<file path="config.mk">
export PLATFORM = sky130hd
export DESIGN_NAME = servant_ram_loader
export DESIGN_NICKNAME = d
export VERILOG_FILES = /design/src/rtl/servant_loader_pkg.sv /design/src/rtl/servant_wb_mux.sv /design/src/rtl/servant_ram_loader.sv
export SDC_FILE = /design/constraint.sdc
export NUM_CORES = 1
export LEC_CHECK = 0
export ABC_AREA = 1
export BUFFER_PORTS_ARGS = -buffer_cell sky130_fd_sc_hd__buf_2
export CELL_PAD_IN_SITES_DETAIL_PLACEMENT = 0
export CELL_PAD_IN_SITES_GLOBAL_PLACEMENT = 1
export CORE_ASPECT_RATIO = 0.9
export CORE_MARGIN = 5
export CORE_UTILIZATION = 34
export CTS_BUF_LIST = sky130_fd_sc_hd__clkbuf_16
export DETAILED_ROUTE_END_ITERATION = 8
export GPL_TIMING_DRIVEN = 1
export PLACE_DENSITY = 0.79
export SYNTH_ARGS = -nofsm -noshare
export SYNTH_HDL_FRONTEND = slang
export SYNTH_SLANG_ARGS = --single-unit
</file>
<file path="constraint.sdc">
create_clock -name i_wb_clk -period 1.8 [get_ports i_wb_clk]
set_input_delay 0.36 -clock i_wb_clk [delete_from_list [all_inputs] [get_ports i_wb_clk]]
set_output_delay 0.36 -clock i_wb_clk [all_outputs]
set_load 0.01 [all_outputs]
</file>
<file path="src/rtl/servant_loader_pkg.sv">
// servant_loader_pkg
// Shared definitions for the servant RAM boot loader.
//   load_state_t : loader FSM states (header low byte, header high byte,
//                  data byte collection, RAM write cycle, terminal done)
//   HDR_BYTES    : length of the little-endian word-count header
//   WORD_BYTES   : bytes packed into one RAM word
//   SEL_ALL      : byte-select value for full-word loader writes
package servant_loader_pkg;

    typedef enum logic [2:0] {
        ST_HDR0  = 3'd0,
        ST_HDR1  = 3'd1,
        ST_DATA  = 3'd2,
        ST_WRITE = 3'd3,
        ST_DONE  = 3'd4
    } load_state_t;

    localparam int         HDR_BYTES  = 2;
    localparam int         WORD_BYTES = 4;
    localparam logic [3:0] SEL_ALL    = 4'hF;

endpackage

</file>
<file path="src/rtl/servant_wb_mux.sv">
// servant_wb_mux
// Purely combinational owner-select for the RAM Wishbone slave port.
// Ports:
//   sel_cpu          : 1 = CPU owns the RAM port, 0 = loader owns it
//   cpu_*            : CPU master request (adr/dat/sel/we/cyc)
//   ldr_*            : loader master request (adr/dat/sel/we/cyc)
//   ram_adr..ram_cyc : request presented to the RAM
//   ram_rdt, ram_ack : RAM response
//   cpu_rdt, cpu_ack : response returned to the CPU (ack gated while loading)
module servant_wb_mux #(
    parameter int aw = 8
) (
    input  logic          sel_cpu,
    input  logic [aw-3:0] cpu_adr,
    input  logic [31:0]   cpu_dat,
    input  logic [3:0]    cpu_sel,
    input  logic          cpu_we,
    input  logic          cpu_cyc,
    input  logic [aw-3:0] ldr_adr,
    input  logic [31:0]   ldr_dat,
    input  logic [3:0]    ldr_sel,
    input  logic          ldr_we,
    input  logic          ldr_cyc,
    input  logic [31:0]   ram_rdt,
    input  logic          ram_ack,
    output logic [aw-3:0] ram_adr,
    output logic [31:0]   ram_dat,
    output logic [3:0]    ram_sel,
    output logic          ram_we,
    output logic          ram_cyc,
    output logic [31:0]   cpu_rdt,
    output logic          cpu_ack
);

    always_comb begin
        ram_adr = ldr_adr;
        ram_dat = ldr_dat;
        ram_sel = ldr_sel;
        ram_we  = ldr_we;
        ram_cyc = ldr_cyc;
        cpu_ack = 1'b0;
        if (sel_cpu) begin
            ram_adr = cpu_adr;
            ram_dat = cpu_dat;
            ram_sel = cpu_sel;
            ram_we  = cpu_we;
            ram_cyc = cpu_cyc;
            cpu_ack = ram_ack;
        end
    end

    // Read data needs no steering: the CPU is held in reset while loading.
    assign cpu_rdt = ram_rdt;

endmodule

</file>
<file path="src/rtl/servant_ram_loader.sv">
// servant_ram_loader
// Boot-time loader: receives a byte stream (16-bit LE word count, then that
// many LE 32-bit words), writes the words into the servant RAM, keeps the CPU
// in reset while doing so, then hands the RAM port to the CPU.
// Ports:
//   i_wb_clk, i_wb_rst_n       : clock, async active-low reset
//   i_load_en                  : strap, 0 = skip loading entirely
//   i_byte, i_byte_valid,
//   o_byte_ready               : byte stream handshake
//   o_cpu_rst, o_done          : CPU reset (active high), load finished
//   i_cpu_wb_*, o_cpu_wb_*     : CPU Wishbone master side
//   o_ram_wb_*, i_ram_wb_*     : RAM Wishbone slave side
// Handshake: a byte moves on a rising edge where i_byte_valid and
// o_byte_ready are both high; o_byte_ready never looks at i_byte_valid.
module servant_ram_loader
    import servant_loader_pkg::*;
#(
    parameter int depth = 256,
    parameter int aw    = $clog2(depth)
) (
    input  logic          i_wb_clk,
    input  logic          i_wb_rst_n,
    input  logic          i_load_en,
    input  logic [7:0]    i_byte,
    input  logic          i_byte_valid,
    output logic          o_byte_ready,
    output logic          o_cpu_rst,
    output logic          o_done,
    input  logic [aw-3:0] i_cpu_wb_adr,
    input  logic [31:0]   i_cpu_wb_dat,
    input  logic [3:0]    i_cpu_wb_sel,
    input  logic          i_cpu_wb_we,
    input  logic          i_cpu_wb_cyc,
    output logic [31:0]   o_cpu_wb_rdt,
    output logic          o_cpu_wb_ack,
    output logic [aw-3:0] o_ram_wb_adr,
    output logic [31:0]   o_ram_wb_dat,
    output logic [3:0]    o_ram_wb_sel,
    output logic          o_ram_wb_we,
    output logic          o_ram_wb_cyc,
    input  logic [31:0]   i_ram_wb_rdt,
    input  logic          i_ram_wb_ack
);

    localparam logic [15:0] RAM_WORDS = 16'(depth / 4);
    localparam logic [1:0]  LAST_LANE = 2'(WORD_BYTES - 1);

    load_state_t state, state_next;

    logic [15:0] n_words;
    logic [15:0] word_idx;
    logic [1:0]  lane;
    logic [31:0] word;
    logic        armed;
    logic        cpu_rst_q;
    logic        done_q;

    logic        byte_ready;
    logic        accept;
    logic        ldr_cyc;
    logic        word_done;
    logic        word_fits;
    logic        last_word;

    // Words past the end of the RAM are consumed but never written, so the
    // stream stays aligned and the address never wraps onto low memory.
    assign word_fits = (word_idx < RAM_WORDS);
    assign last_word = (word_idx == (n_words - 16'd1));

    always_ff @(posedge i_wb_clk or negedge i_wb_rst_n) begin
        if (!i_wb_rst_n) begin
            state <= ST_HDR0;
        end else begin
            state <= state_next;
        end
    end

    always_comb begin
        state_next = state;
        byte_ready = 1'b0;
        ldr_cyc    = 1'b0;
        accept     = 1'b0;
        word_done  = 1'b0;
        case (state)
            ST_HDR0: begin
                if (!i_load_en) begin
                    state_next = ST_DONE;
                end else begin
                    // Held low through reset and its first clock afterwards.
                    byte_ready = armed;
                    accept     = i_byte_valid & byte_ready;
                    if (accept) begin
                        state_next = ST_HDR1;
                    end
                end
            end
            ST_HDR1: begin
                byte_ready = 1'b1;
                accept     = i_byte_valid;
                if (accept) begin
                    if ({i_byte, n_words[7:0]} == 16'd0) begin
                        state_next = ST_DONE;
                    end else begin
                        state_next = ST_DATA;
                    end
                end
            end
            ST_DATA: begin
                byte_ready = 1'b1;
                accept     = i_byte_valid;
                word_done  = accept & (lane == LAST_LANE);
                if (word_done) begin
                    if (word_fits) begin
                        state_next = ST_WRITE;
                    end else if (last_word) begin
                        state_next = ST_DONE;
                    end
                end
            end
            ST_WRITE: begin
                ldr_cyc = 1'b1;
                if (i_ram_wb_ack) begin
                    state_next = last_word ? ST_DONE : ST_DATA;
                end
            end
            ST_DONE: begin
                state_next = ST_DONE;
            end
            default: begin
                state_next = ST_HDR0;
            end
        endcase
    end

    always_ff @(posedge i_wb_clk or negedge i_wb_rst_n) begin
        if (!i_wb_rst_n) begin
            n_words   <= 16'd0;
            word_idx  <= 16'd0;
            lane      <= 2'd0;
            word      <= 32'd0;
            armed     <= 1'b0;
            cpu_rst_q <= 1'b1;
            done_q    <= 1'b0;
        end else begin
            armed     <= 1'b1;
            cpu_rst_q <= (state_next != ST_DONE);
            done_q    <= (state_next == ST_DONE);
            if (accept && state == ST_HDR0) begin
                n_words[7:0] <= i_byte;
            end
            if (accept && state == ST_HDR1) begin
                n_words[15:8] <= i_byte;
            end
            if (accept && state == ST_DATA) begin
                // Shift right so the first byte of a word ends up in [7:0].
                word <= {i_byte, word[31:8]};
                lane <= lane + 2'd1;
            end
            if (word_done && !word_fits) begin
                word_idx <= word_idx + 16'd1;
            end
            if (state == ST_WRITE && i_ram_wb_ack) begin
                word_idx <= word_idx + 16'd1;
            end
        end
    end

    assign o_byte_ready = byte_ready;
    assign o_cpu_rst    = cpu_rst_q;
    assign o_done       = done_q;

    servant_wb_mux #(
        .aw (aw)
    ) u_mux (
        .sel_cpu (done_q),
        .cpu_adr (i_cpu_wb_adr),
        .cpu_dat (i_cpu_wb_dat),
        .cpu_sel (i_cpu_wb_sel),
        .cpu_we  (i_cpu_wb_we),
        .cpu_cyc (i_cpu_wb_cyc),
        .ldr_adr (word_idx[aw-3:0]),
        .ldr_dat (word),
        .ldr_sel (ldr_cyc ? SEL_ALL : 4'h0),
        .ldr_we  (ldr_cyc),
        .ldr_cyc (ldr_cyc),
        .ram_rdt (i_ram_wb_rdt),
        .ram_ack (i_ram_wb_ack),
        .ram_adr (o_ram_wb_adr),
        .ram_dat (o_ram_wb_dat),
        .ram_sel (o_ram_wb_sel),
        .ram_we  (o_ram_wb_we),
        .ram_cyc (o_ram_wb_cyc),
        .cpu_rdt (o_cpu_wb_rdt),
        .cpu_ack (o_cpu_wb_ack)
    );

endmodule

</file>
---- Word level (Yosys, flattened, before mapping) ----
Cells that the tools add are included.
W data, S select, Z words.
word-level totals
  memories kept ........................... 0
  bits in writable memories ............... 0
  bits in read-only memories .............. 0
  output and inout port bits .............. 80
  flip-flop bits (word level) ............. 72
  bits in latches ......................... 0
cells by class
  mux-type cells .......................... 25
  equality and inequality tests ........... 8
  multipliers ............................. 0
  bitwise logic cells ..................... 2
  order comparisons ....................... 1
  reduce and logical (&&, ||, !) cells .... 10
  divide/modulo/power cells ............... 0
  add/sub/neg operators ................... 3
  shifts and indexed selects .............. 0
operators by type and width
  operator                 count
  $mux W16                 2
  $mux W32                 1
  $mux W3                  9
  $add A16 B1 Y16 const B  1
  $eq A16 B16 Y1           1
  $logic_not A16 Y1        1
  $lt A16 B7 Y1 const B    1
  $sub A16 B1 Y16 const B  1
  $pmux W3 S5              1
  $mux W4                  2
  $mux W1                  7
  $eq A3 B2 Y1 const B     2
  $eq A3 B3 Y1 const B     2
  $mux W6                  1
  $logic_and A1 B1 Y1      5
  $pmux W1 S2              2
  $eq A3 B1 Y1 const B     1
  $logic_not A3 Y1         1
  $ne A3 B3 Y1 const B     1
  $add A2 B1 Y2 const B    1
  $and A1 B1 Y1            2
  $eq A2 B2 Y1 const B     1
  $reduce_bool A2 Y1       1
  $reduce_or A2 Y1         1
  $logic_not A1 Y1         1

---- Longest topological paths before layout ----
  depth after elaboration ................. 7
  depth in mapped cells ................... 14
  gate-level depth less buffers ........... 14

---- Modules after synthesis ----
A second synthesis with hierarchy kept.
second synthesis, totals
  cells, all modules ...................... 629
  area, all modules ....................... 4503.1 µm²
modules (own cells, without submodules)
  module              seq. area each (µm²)  area an instance (µm²)  cells each  instances
  servant_ram_loader  1803.0                3664.8                  453         1
  servant_wb_mux      0.0                   838.3                   176         1

---- Least setup slack after synthesis ----
No wires, ideal clock.
  kind .................................... register -> register
  from .................................... reg n_words[0]
  to ...................................... reg state[1]
  stages on the path, launching flop included .. 14
  data required time ...................... 1.684 ns
  arrival ................................. 1.485 ns
  period minus slack after synthesis ...... 1.601 ns
  library setup time ...................... 0.116 ns
  path slack .............................. 0.199 ns
  path through ............................ dfrtp_1 -> inv_2 -> ha_1 -> nand3_2 -> nor2_4 -> nand2_2 -> nand2_1 -> nand2_1 -> nor2_1 -> nand2_1 -> nor2_2 -> nand3_1 -> nand2_1 -> nand2_1
between the ends
  word-level cells in the longest chain between the ends .. 6
  elaborated cells on any way between the ends .. 11
RTL lines
  what                    RTL line                   source
  from (decl)             servant_ram_loader.sv:50   logic [15:0] n_words;
  from (signal assigned)  servant_ram_loader.sv:149  n_words[7:0] <= i_byte;
  $sub A16 B1 Y16         servant_ram_loader.sv:68   assign last_word = (word_idx == (n_words - 16'd1));
  $eq A16 B16 Y1          servant_ram_loader.sv:68
  $mux W3                 servant_ram_loader.sv:115  end else if (last_word) begin
  $mux W3                 servant_ram_loader.sv:113  if (word_fits) begin
  $mux W3                 servant_ram_loader.sv:112  if (word_done) begin
  $pmux W3 S5 (*)         servant_ram_loader.sv:84   case (state)
  net state_next[1]       servant_ram_loader.sv:48   load_state_t state, state_next;
  to (signal assigned)    servant_ram_loader.sv:74   state <= state_next;
  to (decl)               servant_ram_loader.sv:48
Mark *: on every way through the listed nets, which the timed path passes. The rest lies on a longest branch.
A chain may end at the register's enable or synchronous reset.

---- Final worst setup path ----
  from .................................... reg state[1]
  to ...................................... out o_byte_ready
between the ends
  word-level cells in the longest chain between the ends .. 3
  elaborated cells on any way between the ends .. 5
RTL lines
  what                                          RTL line                  source
  $eq A3 B1 Y1 or $eq A3 B2 Y1 (tied branches)  servant_ram_loader.sv:84
  $reduce_or A2 Y1 (no line)                    n/a
  $pmux W1 S2 (*)                               servant_ram_loader.sv:84
  to (decl)                                     servant_ram_loader.sv:26  output logic o_byte_ready,
Every way passes the cells marked *; elsewhere a longest branch is shown, timed or not.

==> flow_metrics.py <==
metrics = {
    "power_and_ir_drop": {
        "p_sw_mw": 1.618,
        "swShare_pct": 32.37,
        "finalPower_mw": 4.998,
        "power_frac_seq_pct": 40.1,
        "p_per_area_nw_per_um2": 927.6,
        "p_comb_share_pct": 24.4,
        "p_leak_nw": 2.755,
        "internal_power_mw": 3.380,
        "p_clk_share_pct": 35.5,
        "max-vdd-ir-drop_uv": 644.0,
    },
    "sta": {
        "fmax_mhz": 545.9,
        "hold_violations": 0,
        "post-route-period-util_pct": 101.8,
        "drv_slew": 0,
        "worst_slack_ps": -31.82,
        "min_period_ps": 1832,
        "skew_ps": 6.902,
        "grt_setup_unrepaired": "yes",
        "setup_violations": 1,
    },
    "clock_tree": {
        "ctsLongestPathBuffers": 2,
        "numCtsBuffers": 9,
        "cts_tree": "yes",
        "cts-hold-fix-buffers": 0,
        "cts.htree.levels": 3,
        "clkSlewWorstSetupHoldPaths_ps": 60,
        "clock-sinks": 72,
        "clk_latency_ps": 340,
        "cts_root_buf": "clkbuf_16",
    },
    "logic_synthesis": {
        "ys_ff_latch": 72,
        "ys_top_cells_by_count": "182 x nand2_1, 75 x o21ai_0, 71 x dfrtp_1",
        "synthTopCellsByArea": "dfrtp_1 41%, nand2_1 16%, o21ai_0 8.6%",
        "synthesis.nets": 693,
        "syn_avg_cell_area_um2": 7.259,
        "syn_inst": 601,
        "yosysMostFrequentCell": "nand2_1",
        "synthFlopType": "dfrtp_1",
        "ys_warn_count": 0,
        "synth-seq-area-share_pct": 41.32,
        "syn_area_um2": 4363,
        "yosysTopAreaCell": "dfrtp_1",
        "yosysUniqueCellTypes": 33,
        "synth_edf_count": 0,
        "synthArstFlopShare_pct": 100.0,
        "synth.top_cell.area_share_pct": 40.72,
    },
    "global_route": {
        "grt_usage_pct": 15.13,
        "grt_antenna_before_repair": 0,
        "grt_overflow_total": 0,
        "grt_max_degree": 73,
        "top_usage_layer": "met2",
        "grtUsageMet3_pct": 3.675,
        "gr-usage-met2_pct": 22.44,
        "use_met1_pct": 21.82,
        "grt_pass1_vias": 3738,
        "grt_first_pass_wirelength_um": 18610,
    },
    "floorplan": {
        "die_h_um": 117.5,
        "io_pins": 169,
        "die_area_um2": 15200,
        "core_area_um2": 12640,
        "start_util_pct": 34.52,
        "num_rows": 39,
        "die_x_um": 129.4,
    },
    "route": {
        "routed_wirelength_um": 11500,
        "vias_per_cell": 4.581,
        "route.detailed.drc": 0,
        "drtIter0Drc": 246,
        "num_vias": 3917,
        "post_drt_wl_per_cell_um": 13.45,
        "dr.pass1.iters": 5,
        "ant_nets": 0,
    },
    "run": {
        "cap_violations": 0,
    },
    "run_status": {
        "status": "complete, but fails checks",
        "violations": "setup timing",
    },
    "placed_design": {
        "place_congestion": 0.9178,
        "dpl.hpwl_um": 8496,
        "place_ws_ps": 29.46,
        "numPortBuffers": 104,
    },
    "setup_path": {
        "endpoint_kind": "primary output",
        "cp-start-kind": "flop",
        "crit_path_top_delay_cell": "dfrtp_1",
        "worst_path_largest_cell_delay_ps": 410,
        "critical_path_class": "reg -> out",
        "path_cells": "inv_2 -> nor2_4 -> inv_4 -> nor2_4 -> buf_6 -> inv_2 -> nand3b_1 -> buf_2",
        "path_max_fanout": 3,
        "worstPathRequired_ps": 1440,
        "cp.arrival_ps": 1470,
    },
    "layout": {
        "antennaDiodeCount": 0,
        "syn_to_final_growth_pct": 23.49,
        "nets": 778,
        "drive_above_1_share_pct": 27.21,
    },
    "hold_path": {
        "hold_path_class": "in -> async",
    },
}
## power by group through the flow
| stage | Combinational, mW | Sequential, mW | Clock, mW |
|---|---|---|---|
| after floorplan | 0.830 | 1.98 | 0 |
| after global placement | 1.18 | 2.03 | 0 |
| after detailed placement | 1.20 | 2.03 | 0 |
| after CTS | 1.21 | 2.01 | 1.84 |
| after global routing | 1.40 | 2.04 | 1.89 |
| final | 1.22 | 2.01 | 1.77 |
## path summary, 6_finish.rpt
kind                           endpoint       start  depth (start not counted)  slack, ps
setup reg to reg               state[1]  n_words[1]                         14         50
hold reg to reg                 lane[0]     lane[0]                          1        480
min in group i_wb_clk       n_words[10]   i_byte[2]                          3        280
hold / removal                 word[15]  i_wb_rst_n                          2         50
max in group asynchronous     o_cpu_rst  i_wb_rst_n                          2       1390
setup / recovery           o_byte_ready    state[1]                          8        -30
## layout by cell type (no fill, tap or decap), types with 3 or more instances in the layout
master / instances
nand3b_1: 4
nand2_4: 3
nand2_1: 177
nand3_2: 3
clkbuf_16: 9
xnor2_1: 5
xor2_1: 22
o21ai_1: 14
dfrtp_1: 69
nand2_2: 6
nor2_4: 6
buf_2: 102
nor2_2: 10
nand3_1: 14
nor2_1: 40
buf_6: 4
inv_1: 64
nand4_1: 6
nor3_1: 3
buf_12: 3
inv_2: 11
o21ai_0: 73
buf_4: 15
nor4_1: 3
## layer usage
metal,part of all wire [%],vias up
li1,-,2015
met1,48,1771
met2,43,113
met3,7.0,18
met4,1.5,0
met5,0,-
## per-stage QoR
stage               cell area (um^2)  setup TNS (ps)  hold slack [ps]  util, %  std cells
global placement                4920               0            424.4    38.93        833
finish                          5388          -31.82            54.25    42.63        855
global route                    5388          -765.4            100.7    42.63        855
floorplan                       4363               0            64.41        -        601
CTS                             5291          -25.43            67.67    41.87        853
detailed placement              4920               0            426.6    38.93        833
## layout make-up
class                      instances  area, um^2
fill                            1321        7251
multi-input combinational        402        2037
sequential                        72        1805
timing repair buffer             125       755.7
inverter                          76       287.8
clock buffer                       9       225.2
tap                              164       205.2
clock inverter                     7       71.32
## worst max-delay path, delay by kind of cell (launching register included)
family	cells	cell delay, ps
AND/OR/NAND/NOR	3	310
buffers and inverters	5	410
flip-flops	1	410
## sequential cells by signal, indices dropped and copies added (netlist names)
name and flops:
word 32, n_words 16, word_idx 16, state 3, lane 2, armed 1, o_cpu_rst 1, o_done 1
## kinds of logic (layout without fill, tap and decap cells)
kind of cell,count (synthesis),count (layout),synth area share [%]
AOI/OAI and AO/OA,90,90,10.61
xor gates and xnor gates,28,28,5.621
adders and majority gates,3,3,0.8604
buffers and inverters,127,217,13.94
DFF,72,72,41.32
muxes,1,1,0.2581
other,1,1,0.08595
and+or+nand+nor,279,279,27.30
## timing repair
item / 4_1_cts / 5_1_grt
buffers inserted: 3 / 3
endpoints found under the setup margin: 26 / 30
gates resized for setup: 10 / 25
cloned: 1 / 0
pin swaps: 1 / 14
Power figures use the tool's default switching activity.
